<file path="config.mk">
export PLATFORM = sky130hd
export DESIGN_NAME = common_dffram_3a2w1r
export DESIGN_NICKNAME = d
export VERILOG_FILES = /design/src/rtl/common_dffram_3a2w1r.sv
export SDC_FILE = /design/constraint.sdc
export NUM_CORES = 1
export LEC_CHECK = 0
export CORE_AREA = 2 2 39 41
export DETAILED_ROUTE_END_ITERATION = 16
export DIE_AREA = 0 0 41 43
export GPL_TIMING_DRIVEN = 1
export PLACE_DENSITY = 0.47
export SLEW_MARGIN = 5
export SYNTH_ARGS = -nofsm -noshare
export SYNTH_HDL_FRONTEND = slang
export SYNTH_SLANG_ARGS = --single-unit
</file>
<file path="constraint.sdc">
create_clock -name clk -period 1.1 [get_ports clk]
set_clock_uncertainty 0.1 [all_clocks]
set_input_delay 0.165 -clock clk [delete_from_list [all_inputs] [get_ports clk]]
set_output_delay 0.165 -clock clk [all_outputs]
set_load 0.01 [all_outputs]
</file>
<file path="src/rtl/common_dffram_3a2w1r.sv">
// Flip-flop RAM with two write ports (A, B) and one registered read port (C).
// B wins over A when both write the same entry; a collision is flagged one cycle later.
module common_dffram_3a2w1r #(
  parameter int RAM_DATA_WIDTH = 1,
  parameter int RAM_ADDR_WIDTH = 1,
  parameter logic [(2**RAM_ADDR_WIDTH)*RAM_DATA_WIDTH-1:0] RAM_RESET_VALUE = '0,
  parameter bit READ_BYPASS = 1'b0
) (
  input  logic                      clk,
  input  logic                      resetn,
  input  logic [RAM_ADDR_WIDTH-1:0] addra,
  input  logic                      ena,
  input  logic                      wea,
  input  logic [RAM_DATA_WIDTH-1:0] dina,
  input  logic [RAM_ADDR_WIDTH-1:0] addrb,
  input  logic                      enb,
  input  logic                      web,
  input  logic [RAM_DATA_WIDTH-1:0] dinb,
  input  logic [RAM_ADDR_WIDTH-1:0] addrc,
  input  logic                      enc,
  output logic [RAM_DATA_WIDTH-1:0] doutc,
  output logic                      collab
);

  localparam int DEPTH = 2**RAM_ADDR_WIDTH;

  logic [RAM_DATA_WIDTH-1:0] mem [DEPTH];
  logic                      wa;
  logic                      wb;
  logic                      coll_p0;
  logic [RAM_DATA_WIDTH-1:0] rd_data_p0;

  assign wa      = ena & wea;
  assign wb      = enb & web;
  assign coll_p0 = wa & wb & (addra == addrb);

  // Per-entry storage; port B is checked first so it overrides A on a shared address.
  for (genvar g = 0; g < DEPTH; g++) begin : g_entry
    always_ff @(posedge clk or negedge resetn) begin
      if (!resetn) begin
        mem[g] <= RAM_RESET_VALUE[g*RAM_DATA_WIDTH +: RAM_DATA_WIDTH];
      end else if (wb && (addrb == RAM_ADDR_WIDTH'(g))) begin
        mem[g] <= dinb;
      end else if (wa && (addra == RAM_ADDR_WIDTH'(g))) begin
        mem[g] <= dina;
      end
    end
  end

  always_comb begin
    rd_data_p0 = mem[addrc];
    if (READ_BYPASS) begin
      if (wb && (addrb == addrc)) begin
        rd_data_p0 = dinb;
      end else if (wa && (addra == addrc)) begin
        rd_data_p0 = dina;
      end
    end
  end

  // Stage p0 -> p1: registered read data and collision flag
  always_ff @(posedge clk or negedge resetn) begin
    if (!resetn) begin
      doutc  <= '0;
      collab <= 1'b0;
    end else begin
      collab <= coll_p0;
      if (enc) begin
        doutc <= rd_data_p0;
      end
    end
  end

endmodule
</file>
=== Word-level counts from Yosys, hierarchy flattened ===
Index checks and enable logic that the tools add are counted.

* $lt $le $gt $ge: 1
* Eq/ne operators: 1
* Multiplexer cells: 7
* Bitwise gates (word level): 7
* Reductions and logical operators: 6

{| class="wikitable"
|+ Operators by type and width
! kind !! number
|-
| $mux 1 || 7
|-
| $and 1x1->1 || 4
|-
| $logic_and 1x1->1 || 4
|-
| $reduce_bool 2->1 || 2
|-
| $ge 2x2->1 const B || 1
|-
| $not 1->1 || 2
|-
| $not 1->2 || 1
|-
| $eq 1x1->1 || 1
|}

* Bits in registers: 4

=== Depth between registers and ports, before layout ===
Gate-level depths: netlist of the first run.

* Depth after elaboration: 4
* Depth in mapped cells: 3

=== Worst setup path after synthesis of the first run ===
No wires, ideal clock.

* Kind: register to register
* From: reg, netlist name mem[1]
* To: reg mem[1] (netlist bit)
* Setup time: 0.127 ns
* Arrival: 0.616 ns
* Data required time: 0.873 ns
* Slack: 0.257 ns
* Stages on the path, launching flop included: 3
* Path buffers: 0
* Period minus slack after synthesis: 0.843 ns
* Cells stage by stage: dfrtp_1 o21a_1 o32a_2

{| class="wikitable"
|+ RTL lines
! item !! RTL line !! source
|-
| end signal: indexed assignment || 41 || <nowiki>mem[g] <= RAM_RESET_VALUE[g*RAM_DATA_WIDTH +: RAM_DATA_WIDTH];</nowiki>
|-
| end signal: indexed assignment || 43 || <nowiki>mem[g] <= dinb;</nowiki>
|-
| end signal: indexed assignment || 45 || <nowiki>mem[g] <= dina;</nowiki>
|-
| end: declaration || 27 || <nowiki>logic [RAM_DATA_WIDTH-1:0] mem [DEPTH];</nowiki>
|}

=== Worst setup path after layout of the first run ===
* From: in ena
* To: reg mem[1] (netlist bit)

* Longest elaborated chain between the ends: 3

{| class="wikitable"
|+ Ends and longest elaborated chain
! item !! RTL line !! source
|-
| start: declaration || 12 || <nowiki>input logic ena,</nowiki>
|-
| $and 1x1->1 || 33 || <nowiki>assign wa = ena & wea;</nowiki>
|-
| $logic_and 1x1->1 || 44 || <nowiki>end else if (wa && (addra == RAM_ADDR_WIDTH'(g))) begin</nowiki>
|-
| $reduce_bool 2->1 (no line) || -- ||
|}

No other way between the ends.
A chain may end at the register's enable or synchronous reset.

==> impl_metrics.env, run 1 <==
export IMPL_status="finished, final reports clean"
export IMPL_num_vias=210
export IMPL_synth_net_count=32
export IMPL_grt_usage_pct=7.028
export IMPL_grt_pass1_vias=199
export IMPL_max_freq_ghz=0.9314
export IMPL_rsz0062_at_grt="true"
export IMPL_fin_ws_ns=0.02632
export IMPL_dieWidth_um=41
export IMPL_setup_viol=0
export IMPL_vias_per_cell=3.962
export IMPL_num_antenna_cells=0
export IMPL_io_pins=14
export IMPL_fin_nets=51
export IMPL_finalHoldViolCount=0
export IMPL_grt_pass1_wl_um=800
export IMPL_dp_cells=50
export IMPL_die_y_um=43
export IMPL_fin_cells=53
export IMPL_totalWireLength_um=510
export IMPL_ys_seq_elements=4
export IMPL_path_buf_inv=1
export IMPL_drive_above_1_share_pct=24.32
export IMPL_cts_root_buf="clkbuf_4"
export IMPL_cts_buffers=3
export IMPL_reg2reg_setup_slack_ns=0.22
export IMPL_pre_cts_slack_ns=-0.2326
export IMPL_dpl_hpwl_um=410.8
export IMPL_path_class="input pin to flip-flop"
export IMPL_slew_viol_final=0
export IMPL_wire_per_inst_um=9.623
export IMPL_netlist_area_um2=207.7
export IMPL_power_leakage_nw=0.1727
export IMPL_slowest_delay_ns=0.49
export IMPL_hold_ws_ns=0.03612
export IMPL_cp_top_family="buffers and inverters"
export IMPL_pwr_share_seq_pct=37.8
export IMPL_endpoint_kind="flip-flop"
export IMPL_h_tree_depth=1
export IMPL_synth_cells=20
export IMPL_yosysWarnings=0
export IMPL_drc_errors=0
export IMPL_pwr_share_clk_pct=38.8
export IMPL_initialDrtViolationCount=1
export IMPL_slew_headroom_pct=85.87
export IMPL_ir_drop_mv=0.3613
export IMPL_coreArea_um2=1384
export IMPL_min_period_ns=1.074
export IMPL_p_sw_share_pct=23.98
export IMPL_dr_pass1_iters=4
export IMPL_hold_class="input pin to async pin"
export IMPL_fin_crit_sh_pct=97.61
export IMPL_worstPathMaxFanout=3
export IMPL_num_rows=14
export IMPL_p_per_area_nw_per_um2=1236
export IMPL_crit_chain="clkdlybuf4s50_1 -> nand2_2 -> o21a_1 -> o32a_2"
export IMPL_cp_data_required_time_ns=1.11
export IMPL_clk_pin_slew_ns=0.04
export IMPL_dieArea_um2=1763
export IMPL_worst_slew_pin_slew_ns=0.2120
export IMPL_globalplace_congestion=0.6842
export IMPL_grt_overflow_total=0
export IMPL_max_clock_path_buffers=2
export IMPL_insertion_delay_ns=0.23
export IMPL_slowest_stage="clkdlybuf4s50_1"
export IMPL_cap_violations=0
export IMPL_clock_sinks=4
export IMPL_cts_hold_buffers_added=0
export IMPL_initial_core_util_pct=15.01
export IMPL_startpoint_type="input pin"
export IMPL_p_comb_share_pct=23.4
export IMPL_internal_power_mw=0.3598
export IMPL_synth_cell_types=12
export IMPL_antenna_found_initial=0
export IMPL_netSwitchingPower_mw=0.1135
export IMPL_power_mw=0.4733
export IMPL_seq_area_frac_synth_pct=48.19
export IMPL_crit_arrival_ns=1.09
export IMPL_synth_area_per_cell_um2=10.38
export IMPL_place_port_buffers=13
export IMPL_area_growth_pct=84.34
export IMPL_grt_start_max_net_pins=5
export IMPL_final_antenna_net_count=0
export IMPL_cts_tree="done"
worst paths after layout:
path                               startpoint            endpoint  depth (start not counted)
setup / recovery                          ena  mem[1]$_DFFE_PN0P_                          4
hold / removal                         resetn  mem[0]$_DFFE_PN0P_                          1
setup reg to reg           mem[1]$_DFFE_PN0P_  mem[1]$_DFFE_PN0P_                          2
hold reg to reg             doutc$_DFFE_PN0P_   doutc$_DFFE_PN0P_                          2
max in group asynchronous              resetn  mem[1]$_DFFE_PN0P_                          1
min in group clk                        addra    collab$_DFF_PN0_                          3
cells in the mapped netlist (all sizes together):
| library cell | instances | area [um2] |
|---|---|---|
| inv | 1 | 3.750 |
| nor3 | 1 | 5.000 |
| o32a | 1 | 11.26 |
| o21a | 1 | 7.510 |
| dfrtp | 4 | 100.1 |
| mux2i | 2 | 20.02 |
| o32ai | 1 | 16.27 |
| xor2 | 1 | 8.760 |
| nand3 | 2 | 10.01 |
| a21oi | 2 | 10.01 |
| nand2 | 2 | 7.510 |
| nor2 | 2 | 7.510 |
per-layer routing:
metal,up-vias,GRT usage [%],wire [um]
met2,16,9.375,205
li1,108,-,-
met4,0,4.000,0
met3,0,4.712,87
met5,-,0,0
met1,86,8.039,217
cells in the final DEF, fill, tap and decap left out:
master and count:
mux2i_1 2, nor3_1 1, o32ai_2 1, o32a_2 1
dlymetal6s2s_1 1, buf_2 1, clkbuf_2 1, xor2_1 1
dfrtp_1 4, clkbuf_4 3, clkdlybuf4s50_1 10, buf_4 1
nand2_1 1, nand3_1 2, o21a_1 1, inv_1 1
nand2_2 1, nor2_1 2, a21oi_1 2
power by group through the flow:
stage               Sequential (mW)  Clock (mW)  Combinational (mW)
global route                  0.182       0.206               0.123
floorplan                     0.183           0              0.0418
CTS                           0.180       0.194               0.112
finish                        0.179       0.184               0.111
global placement              0.182           0               0.116
detailed placement            0.182           0               0.119
cell families after synthesis:
logic type      after synthesis  share of synthesized area [%]
flops                         4                          48.19
compound gates                5                          21.69
simple gates                  7                          14.46
buf+inv                       1                          1.805
xor+xnor                      1                          4.218
mux                           2                          9.639
state kept, by name, summed over array words and instances (netlist names):
signal / flops
mem: 2
collab: 1
doutc: 1
worst reg2reg max path, stage by stage (launching register included):
cell and delay [ns]:
dfrtp_1 0.37, o21a_1 0.10, o32a_2 0.18
per-stage QoR:
stage	setup TNS (ns)	util [%]	area, um2
after global placement	-0.6158	26.40	365.4
final	0	27.67	382.9
after detailed placement	-0.6416	26.40	365.4
after global routing	-0.001678	27.67	382.9
after CTS	0	27.67	382.9
after floorplan	0	-	207.7
repair_timing:
item | CTS | global route
buffers inserted | 0 | 0
resized for setup | 6 | 3
setup endpoints to repair | 2 | 3
cell type report:
class | count | area (um2)
fill | 152 | 1001
timing repair buffer | 14 | 130.1
multi-input combinational | 15 | 106.4
sequential | 4 | 100.1
clock buffer | 3 | 22.52
tap | 16 | 20.02
inverter | 1 | 3.754
Power figures use the tool's default switching activity.
==> run 2: changes to the inputs <==
PLACE_DENSITY = default   (was 0.47)
==> impl_metrics.env, run 2 (synthesis results as in run 1) <==
export IMPL_globalplace_congestion=0.5867
export IMPL_vias_per_cell=3.833
export IMPL_largest_reg_flops=2
export IMPL_grt_start_max_net_pins=5
export IMPL_worst_slew_pin_slew_ns=0.1955
export IMPL_startpoint_type="input pin"
export IMPL_final_cell_mix="clkdlybuf4s50_1 (8), dfrtp_1 (4), clkbuf_4 (3), dlymetal6s2s_1 (3)"
export IMPL_pwr_share_clk_pct=37.8
export IMPL_dieArea_um2=1763
export IMPL_p_per_area_nw_per_um2=1167
export IMPL_final_antenna_net_count=0
export IMPL_r2r_end="mem[1]$_DFFE_PN0P_"
export IMPL_wire_per_inst_um=8.574
export IMPL_initial_core_util_pct=15.01
export IMPL_slowest_stage="clkdlybuf4s50_1"
export IMPL_fin_crit_sh_pct=94.80
export IMPL_cts_buffers=3
export IMPL_power_leakage_nw=0.1970
export IMPL_slew_viol_final=0
export IMPL_largestRegisters="mem (2), collab (1), doutc (1)"
export IMPL_p_comb_share_pct=24.2
export IMPL_cts_hold_buffers_added=0
export IMPL_h_tree_depth=1
export IMPL_rsz0062_at_grt="false"
export IMPL_max_freq_ghz=0.9590
export IMPL_clk_pin_slew_ns=0.04
export IMPL_area_growth_pct=93.98
export IMPL_max_clock_path_buffers=2
export IMPL_endpoint="mem[1]$_DFFE_PN0P_"
export IMPL_cp_num_cells=3
export IMPL_fill_cells=150
export IMPL_coreArea_um2=1384
export IMPL_drive_above_1_share_pct=31.58
export IMPL_met1_length_um=161
export IMPL_finalHoldViolCount=0
export IMPL_num_rows=14
export IMPL_reg2reg_setup_slack_ns=0.24
export IMPL_status="finished, final reports clean"
export IMPL_crit_path_start="enb"
export IMPL_pwr_share_seq_pct=38.0
export IMPL_postCtsResizedCells=4
export IMPL_regMostFlops="mem"
export IMPL_slew_headroom_pct=86.92
export IMPL_cts_root_buf="clkbuf_4"
export IMPL_grt_overflow_total=0
export IMPL_top_layer="met3"
export IMPL_die_y_um=43
export IMPL_p_sw_share_pct=23.19
export IMPL_crit_arrival_ns=1.05
export IMPL_grt_usage_pct=6.351
export IMPL_hold_class="input pin to async pin"
export IMPL_cp_top_family="buffers and inverters"
export IMPL_path_buf_inv=1
export IMPL_drc_errors=0
export IMPL_cts_tree="done"
export IMPL_slowest_delay_ns=0.49
export IMPL_antenna_found_initial=0
export IMPL_crit_chain="clkdlybuf4s50_1 -> nand2_2 -> o32a_2"
export IMPL_cap_violations=0
export IMPL_num_vias=207
export IMPL_ff2ff_path_depth=2
export IMPL_initialDrtViolationCount=4
export IMPL_grt_pass1_vias=194
export IMPL_num_antenna_cells=0
export IMPL_timing_rr_start="mem[1]$_DFFE_PN0P_"
export IMPL_power_mw=0.4700
export IMPL_setup_viol=0
export IMPL_dieWidth_um=41
export IMPL_pre_cts_slack_ns=-0.2240
export IMPL_insertion_delay_ns=0.23
export IMPL_place_port_buffers=13
export IMPL_wl_met3_um=57
export IMPL_fin_ws_ns=0.05720
export IMPL_fin_nets=52
export IMPL_dpl_cell_area_um2=372.9
export IMPL_worstPathMaxFanout=3
export IMPL_dr_pass1_iters=2
export IMPL_endpoint_kind="flip-flop"
export IMPL_io_pins=14
export IMPL_cp_data_required_time_ns=1.11
export IMPL_wl_met2_um=244
export IMPL_fin_util_pct=29.11
export IMPL_totalWireLength_um=463
export IMPL_ir_drop_mv=0.2958
export IMPL_path_class="input pin to flip-flop"
export IMPL_min_period_ns=1.043
export IMPL_clock_sinks=4
export IMPL_hold_ws_ns=0.03258
export IMPL_post_cts_buffers=0
export IMPL_internal_power_mw=0.3610
export IMPL_fin_area_um2=402.9
export IMPL_grt_pass1_wl_um=669
export IMPL_final_common_cell="clkdlybuf4s50_1"
export IMPL_netSwitchingPower_mw=0.1090
## run 2: changes by cell type in the layout (fill, tap and decap cells not counted), sizes merged
cell	change
clkdlybuf4s50	-2
dlymetal6s2s	+2
clkbuf	+1
## run 2: worst min-delay path by stage
| stage | startpoint | endpoint | depth (start not counted) | slack [ns] |
|---|---|---|---|---|
| 6_report | resetn | mem[1]$_DFFE_PN0P_ | 1 | 0.03 |
| 5_1_grt | resetn | collab$_DFF_PN0_ | 1 | 0.03 |
| 4_1_cts | resetn | collab$_DFF_PN0_ | 1 | 0.03 |
| 3_5_place_dp | resetn | collab$_DFF_PN0_ | 1 | 0.28 |
| 3_3_place_gp | resetn | collab$_DFF_PN0_ | 1 | 0.28 |
| 2_1_floorplan | resetn | collab$_DFF_PN0_ | 0 | -0.23 |
## run 2: final cells by class
class / instances / area (um2) / share of cell area, %
inverters: 1 / 3.754 / 0.9317
well taps: 16 / 20.02 / 4.969
flip-flops and latches: 4 / 100.1 / 24.84
multi-input cells: 15 / 113.9 / 28.26
clock buffers: 3 / 22.52 / 5.590
repair buffers: 15 / 142.6 / 35.40
## run 2: routing by layer
metal	track usage, %	vias up
li1	-	109
met1	4.560	89
met2	9.375	9
met3	2.094	0
met4	10.00	0
met5	0	-
## run 2: power groups by stage
| stage | clock network [mW] | registers, mW | logic (mW) |
|---|---|---|---|
| finish | 0.178 | 0.179 | 0.114 |
| global placement | 0 | 0.180 | 0.120 |
| global route | 0.200 | 0.182 | 0.125 |
| CTS | 0.187 | 0.179 | 0.116 |
| detailed placement | 0 | 0.181 | 0.120 |
| floorplan | 0 | 0.183 | 0.0418 |
## run 2: through the flow
stage               cells  TNS (ns)
finish                 54         0
global route           54         0
CTS                    54         0
detailed placement     51   -0.6719
global placement       51   -0.6780
floorplan              20         0
==> RTL change 1, RTL diff (config.mk and constraints of run 2) <==
Change the parameter `READ_BYPASS` from 1'b0 to 1'b1.
--- a/src/rtl/common_dffram_3a2w1r.sv
+++ b/src/rtl/common_dffram_3a2w1r.sv
@@ -5,5 +5,5 @@
   parameter int RAM_ADDR_WIDTH = 1,
   parameter logic [(2**RAM_ADDR_WIDTH)*RAM_DATA_WIDTH-1:0] RAM_RESET_VALUE = '0,
-  parameter bit READ_BYPASS = 1'b0
+  parameter bit READ_BYPASS = 1'b1
 ) (
   input  logic                      clk,
Behaviour: not the same (Yosys sat finds a counterexample within 4 cycles, from zero or initial values and one cycle with resetn low).
==> RTL change 1 against run 2 <==
  * The flow now finishes with violations (setup timing)
  * Routed wire length rose by 44%
  * First-iteration DRC count fell by 75%
  * Total power is 14% higher
  * Combinational power up 47%
  * Synthesized cell count is 35% higher
  * Critical path depth fell by 1
  * Clock power up 6%
  * Setup slack worse by 0.078 ns
  * Area after synthesis grew 21%
  * Die area unchanged
  * Sequential cell count unchanged
  * Final area is 20% higher
  * Critical path type is now reg -> reg
  * Largest power group is now clock
  * Highest routed layer is now met4
==> RTL change 1: results (changes against run 2) <==
----------------------------------------------------
[Timing]
  Final TNS setup ... -0.0206 ns (was 0 ns)
  Worst Max-Slew Pin Slew ... 0.194 ns (was 0.195 ns)
  Final setup vio count ... 1 (was 0)
  Final worst slack ... -0.0206 ns (was 0.0572 ns)

[Power]
  IR drop worst, VDD ... 0.546 mV (was 0.296 mV)
  Power Clock ... 0.188 mW (was 0.178 mW)
  Net switching component of the power ... 0.142 mW (was 0.109 mW)
  Power per unit of standard cell area ... 1110 nW/um^2 (was 1170 nW/um^2)
  Combinational cell fraction of total power ... 0.313 (was 0.242)
  Standby leakage power ... 0.235 nW (was 0.197 nW)

[Cells and area]
  Inverters ... 0 (was 1)
  Fraction of area in multi-input gates ... 0.355 (was 0.283)
  Final net count ... 66 (was 52)
  Post-layout instance area ... 483 sq um (was 403 sq um)
  Clock distribution area overhead in the final layout ... 0.0466 (was 0.0559)
  Fill cell instance count of the final layout ... 146 (was 150)
  Multi-input gates ... 23 (was 15)
  Layout cells sized above 1 ... 0.404 (was 0.316)
  Layout non-clock buf frac ... 0.350 (was 0.354)
  Non-CTS buffers ... 22 (was 15)

[Global route]
  Global-route met1 utilization ... 0.127 (was 0.0456)
  Total Routing Usage GR ... 0.113 (was 0.0635)
  Global-route wire length before repair ... 1150 um (was 669 um)
  Vias in the first global route ... 283 (was 194)
  M2 GR Usage ... 0.125 (was 0.0938)

[Place]
  RD Place Congestion ... 0.794 (was 0.587)
  # placed instances ... 65 (was 51)
  Setup WS pre-CTS ... -0.582 ns (was -0.224 ns)

[Synth]
  Avg Inst Size Synth ... 9.31 sq um (was 10.4 sq um)
  Yosys cell types ... 14 (was 12)
  Syn_nets ... 39 (was 32)
  Portion of the post-synthesis area used by sequential elements ... 0.398 (was 0.482)
  Most area-consuming cells after synthesis ... sky130_fd_sc_hd__dfrtp_1 40%, sky130_fd_sc_hd__xor2_1 10%, sky130_fd_sc_hd__mux2_2 9.0% (was sky130_fd_sc_hd__dfrtp_1 48%, sky130_fd_sc_hd__mux2i_1 9.6%, sky130_fd_sc_hd__o32ai_2 7.8%)

[Clock tree]
  Resize count post-CTS ... 22 (was 4)
  Post-CTS repair timing setup buffer count ... 0 (unchanged)

[Drt]
  Via density per instance ... 4.19 (was 3.83)
  Vias ... 285 (was 207)
  Wire per inst ... 9.84 um (was 8.57 um)
  Sum of met3 wire segment lengths after detailed routing ... 56 um (was 57 um)
  DRT met1 WL ... 282 um (was 161 um)
  Top sig layer ... met4 (was met3)
  Violation count after the first detailed-route iteration ... 1 (was 4)
  Number of search-and-repair iterations in the first detailed-routing pass ... 4 (was 2)

[Critical path]
  Cell family contributing the most delay on the critical path ... multiplexers (was buffers and inverters)
  Critical path's slowest cell ... sky130_fd_sc_hd__dfrtp_1 (was sky130_fd_sc_hd__clkdlybuf4s50_1)
  Largest fanout on the critical path ... 2 (was 3)
  Startpoint of the most critical setup path ... mem[1]$_DFFE_PN0P_ (was enb)

[Outcome]
  Run status ... finished, violations left (was finished, final reports clean)
  Failing checks ... setup timing

----------------------------------------------------
[RTL change 1: cell types whose count changed after synthesis, sizes merged, moves of 2 or more]
cell / change
mux2: +2
nand2: +2
a21oi: -2
xor2: +2
o21ai: +2
[RTL change 1: how the worst max path moves through the flow]
stage / to / slack (ns) / depth (start not counted)
3_5_place_dp: doutc$_DFFE_PN0P_ / -0.58 / 5
4_1_cts: mem[1]$_DFFE_PN0P_ / -0.02 / 2
5_1_grt: mem[1]$_DFFE_PN0P_ / -0.05 / 2
6_report: mem[1]$_DFFE_PN0P_ / -0.02 / 2
3_3_place_gp: doutc$_DFFE_PN0P_ / -0.59 / 5
2_1_floorplan: doutc$_DFFE_PN0P_ / -0.04 / 4
[RTL change 1: kinds of logic (layout without fill, tap and decap cells)]
family          count (synthesis)  after routing  synth area share
simple gates                   11             11             0.204
compound gates                  5              5             0.124
mux                             4              4             0.169
flops                           4              4             0.398
xor+xnor                        3              3             0.104
buf+inv                         0             25                 0
==> RTL change 2, RTL diff (settings of run 2) <==
Made on the original files. Register the output `doutc` once more; this adds one clock of latency there. The other outputs are not delayed to match.
--- a/src/rtl/common_dffram_3a2w1r.sv
+++ b/src/rtl/common_dffram_3a2w1r.sv
@@ -24,4 +24,6 @@
 
   localparam int DEPTH = 2**RAM_ADDR_WIDTH;
+
+  logic [RAM_DATA_WIDTH-1:0] doutc_s0;
 
   logic [RAM_DATA_WIDTH-1:0] mem [DEPTH];
@@ -62,13 +64,17 @@
   always_ff @(posedge clk or negedge resetn) begin
     if (!resetn) begin
-      doutc  <= '0;
+      doutc_s0 <= '0;
       collab <= 1'b0;
     end else begin
       collab <= coll_p0;
       if (enc) begin
-        doutc <= rd_data_p0;
+        doutc_s0 <= rd_data_p0;
       end
     end
   end
 
+  always_ff @(posedge clk) begin
+    doutc <= doutc_s0;
+  end
+
 endmodule
Behaviour: not the same (a bounded check fails within 4 cycles, from zero or initial values and one cycle with resetn low).
==> RTL change 2 against run 2 <==
  * Setup slack got worse by 0.0062 ns
  * Total power increased by 17%
  * Area after synthesis increased by 9.6%
  * Cell count increased by 5.6%
  * Routed wire length increased by 9.1%
  * Sequential cell count increased by 1
  * Count of clock-buffer cells in the layout increased by 1
  * Final area increased by 7.5%
  * Largest cell class unchanged
  * Highest routed layer unchanged
==> RTL change 2: results (changes against run 2) <==
----------------------------------------------------
[Timing]
  Final worst slack ... 0.0510 ns (was 0.0572 ns)
  Worst slew margin ... 0.865 (was 0.869)

[Drt]
  Number of search-and-repair iterations in the first detailed-routing pass ... 1 (was 2)
  Total Wirelength ... 505 um (was 463 um)
  Violation count after the first detailed-route iteration ... 0 (was 4)
  Vias ... 219 (was 207)

[Clock tree]
  Resize count post-CTS ... 3 (was 4)
  Number of buffers on the longest clock path ... 2 (unchanged)
  Root buf cell ... sky130_fd_sc_hd__clkbuf_4 (unchanged)
  Number of buffers created by CTS ... 3 (unchanged)
  Clock insertion delay at the later pin of the skew report ... 0.24 ns

[Power]
  Sequential Power ... 0.223 mW (was 0.179 mW)
  Internal power component ... 0.423 mW (was 0.361 mW)
  IR drop worst, VDD ... 0.294 mV (was 0.296 mV)
  Standby leakage power ... 0.212 nW (was 0.197 nW)
  Power Clock ... 0.209 mW (was 0.178 mW)
  Design Power ... 0.550 mW (was 0.470 mW)

[Critical path]
  Largest fanout on the critical path ... 1 (was 3)
  Critical path destination ... doutc (was mem[1]$_DFFE_PN0P_)
  Cell family contributing the most delay on the critical path ... flip-flops (was buffers and inverters)
  Data arrival time at the worst-slack endpoint ... 0.78 ns (was 1.05 ns)
  Startpoint of the most critical setup path ... doutc$_DFF_P_ (was enb)
  Flop2flop setup slack ... 0.21 ns (was 0.24 ns)
  Critical path's slowest cell ... sky130_fd_sc_hd__dfxtp_1 (was sky130_fd_sc_hd__clkdlybuf4s50_1)
  Longest individual stage delay on the worst path ... 0.28 ns (was 0.49 ns)

[Global route]
  Vias in the first global route ... 209 (was 194)
  Number of antenna violations at the first check in global routing ... 0 (unchanged)
  Global-route wire length before repair ... 814 um (was 669 um)
  Total Routing Usage GR ... 0.0704 (was 0.0635)

[Outcome]
  Run status ... finished, final reports clean (unchanged)

[Synth]
  Post-synthesis async set-or-reset flop share ... 0.800 (was 1.00)
  Post-synthesis share of cell area spent on xor and xnor gates ... 0.0385 (was 0.0422)
  Yosys cell types ... 13 (was 12)
  Syn_nets ... 33 (was 32)
  Area fraction in compound gates after synthesis ... 0.198 (was 0.217)
  Multiplexer share of the synthesized area ... 0.0879 (was 0.0964)
  Most area-consuming cells after synthesis ... sky130_fd_sc_hd__dfrtp_1 44%, sky130_fd_sc_hd__dfxtp_1 8.8%, sky130_fd_sc_hd__mux2i_1 8.8% (was sky130_fd_sc_hd__dfrtp_1 48%, sky130_fd_sc_hd__mux2i_1 9.6%, sky130_fd_sc_hd__o32ai_2 7.8%)
  Portion of the post-synthesis area used by sequential elements ... 0.527 (was 0.482)
  Synth Flop Type ... sky130_fd_sc_hd__dfrtp_1 (unchanged)

[Cells and area]
  Final net count ... 54 (was 52)
  Layout cells sized above 1 ... 0.268 (was 0.316)
  Fill cell instance count of the final layout ... 150 (unchanged)

[Place]
  Setup WS pre-CTS ... -0.232 ns (was -0.224 ns)
  RD Place Congestion ... 0.575 (was 0.587)

----------------------------------------------------
==> RTL change 2: cells by family after synthesis <==
family,count (synthesis)
DFF,5
and+or+nand+nor,7
muxes,2
xor gates and xnor gates,1
AOI/OAI and AO/OA,5
buffers and inverters,1
==> RTL change 2: through the flow <==
step                      instances  utilization  hold slack (ns)  instance area, sq um
after floorplan                  21            -           -0.231                   228
after global placement           53        0.289            0.253                   400
after detailed placement         53        0.289            0.257                   400
after CTS                        57        0.307           0.0379                   425
after global routing             57        0.313           0.0610                   433
final                            57        0.313           0.0347                   433
==> RTL change 2: area by class of cell <==
cell class / instances / share of cell area
Sequential cell: 5 / 0.277
Clock buffer: 4 / 0.0607
Timing Repair Buffer: 16 / 0.355
Inverter: 1 / 0.00867
Multi-Input combinational cell: 15 / 0.251
Tap cell: 16 / 0.0462
==> RTL change 2: routing by layer <==
layer	GRT usage	routed length, um	up-vias
met1	0.0742	200	93
met5	0	0	-
met4	0.0400	0	0
li1	-	-	117
met3	0.0314	57	0
met2	0.109	247	9
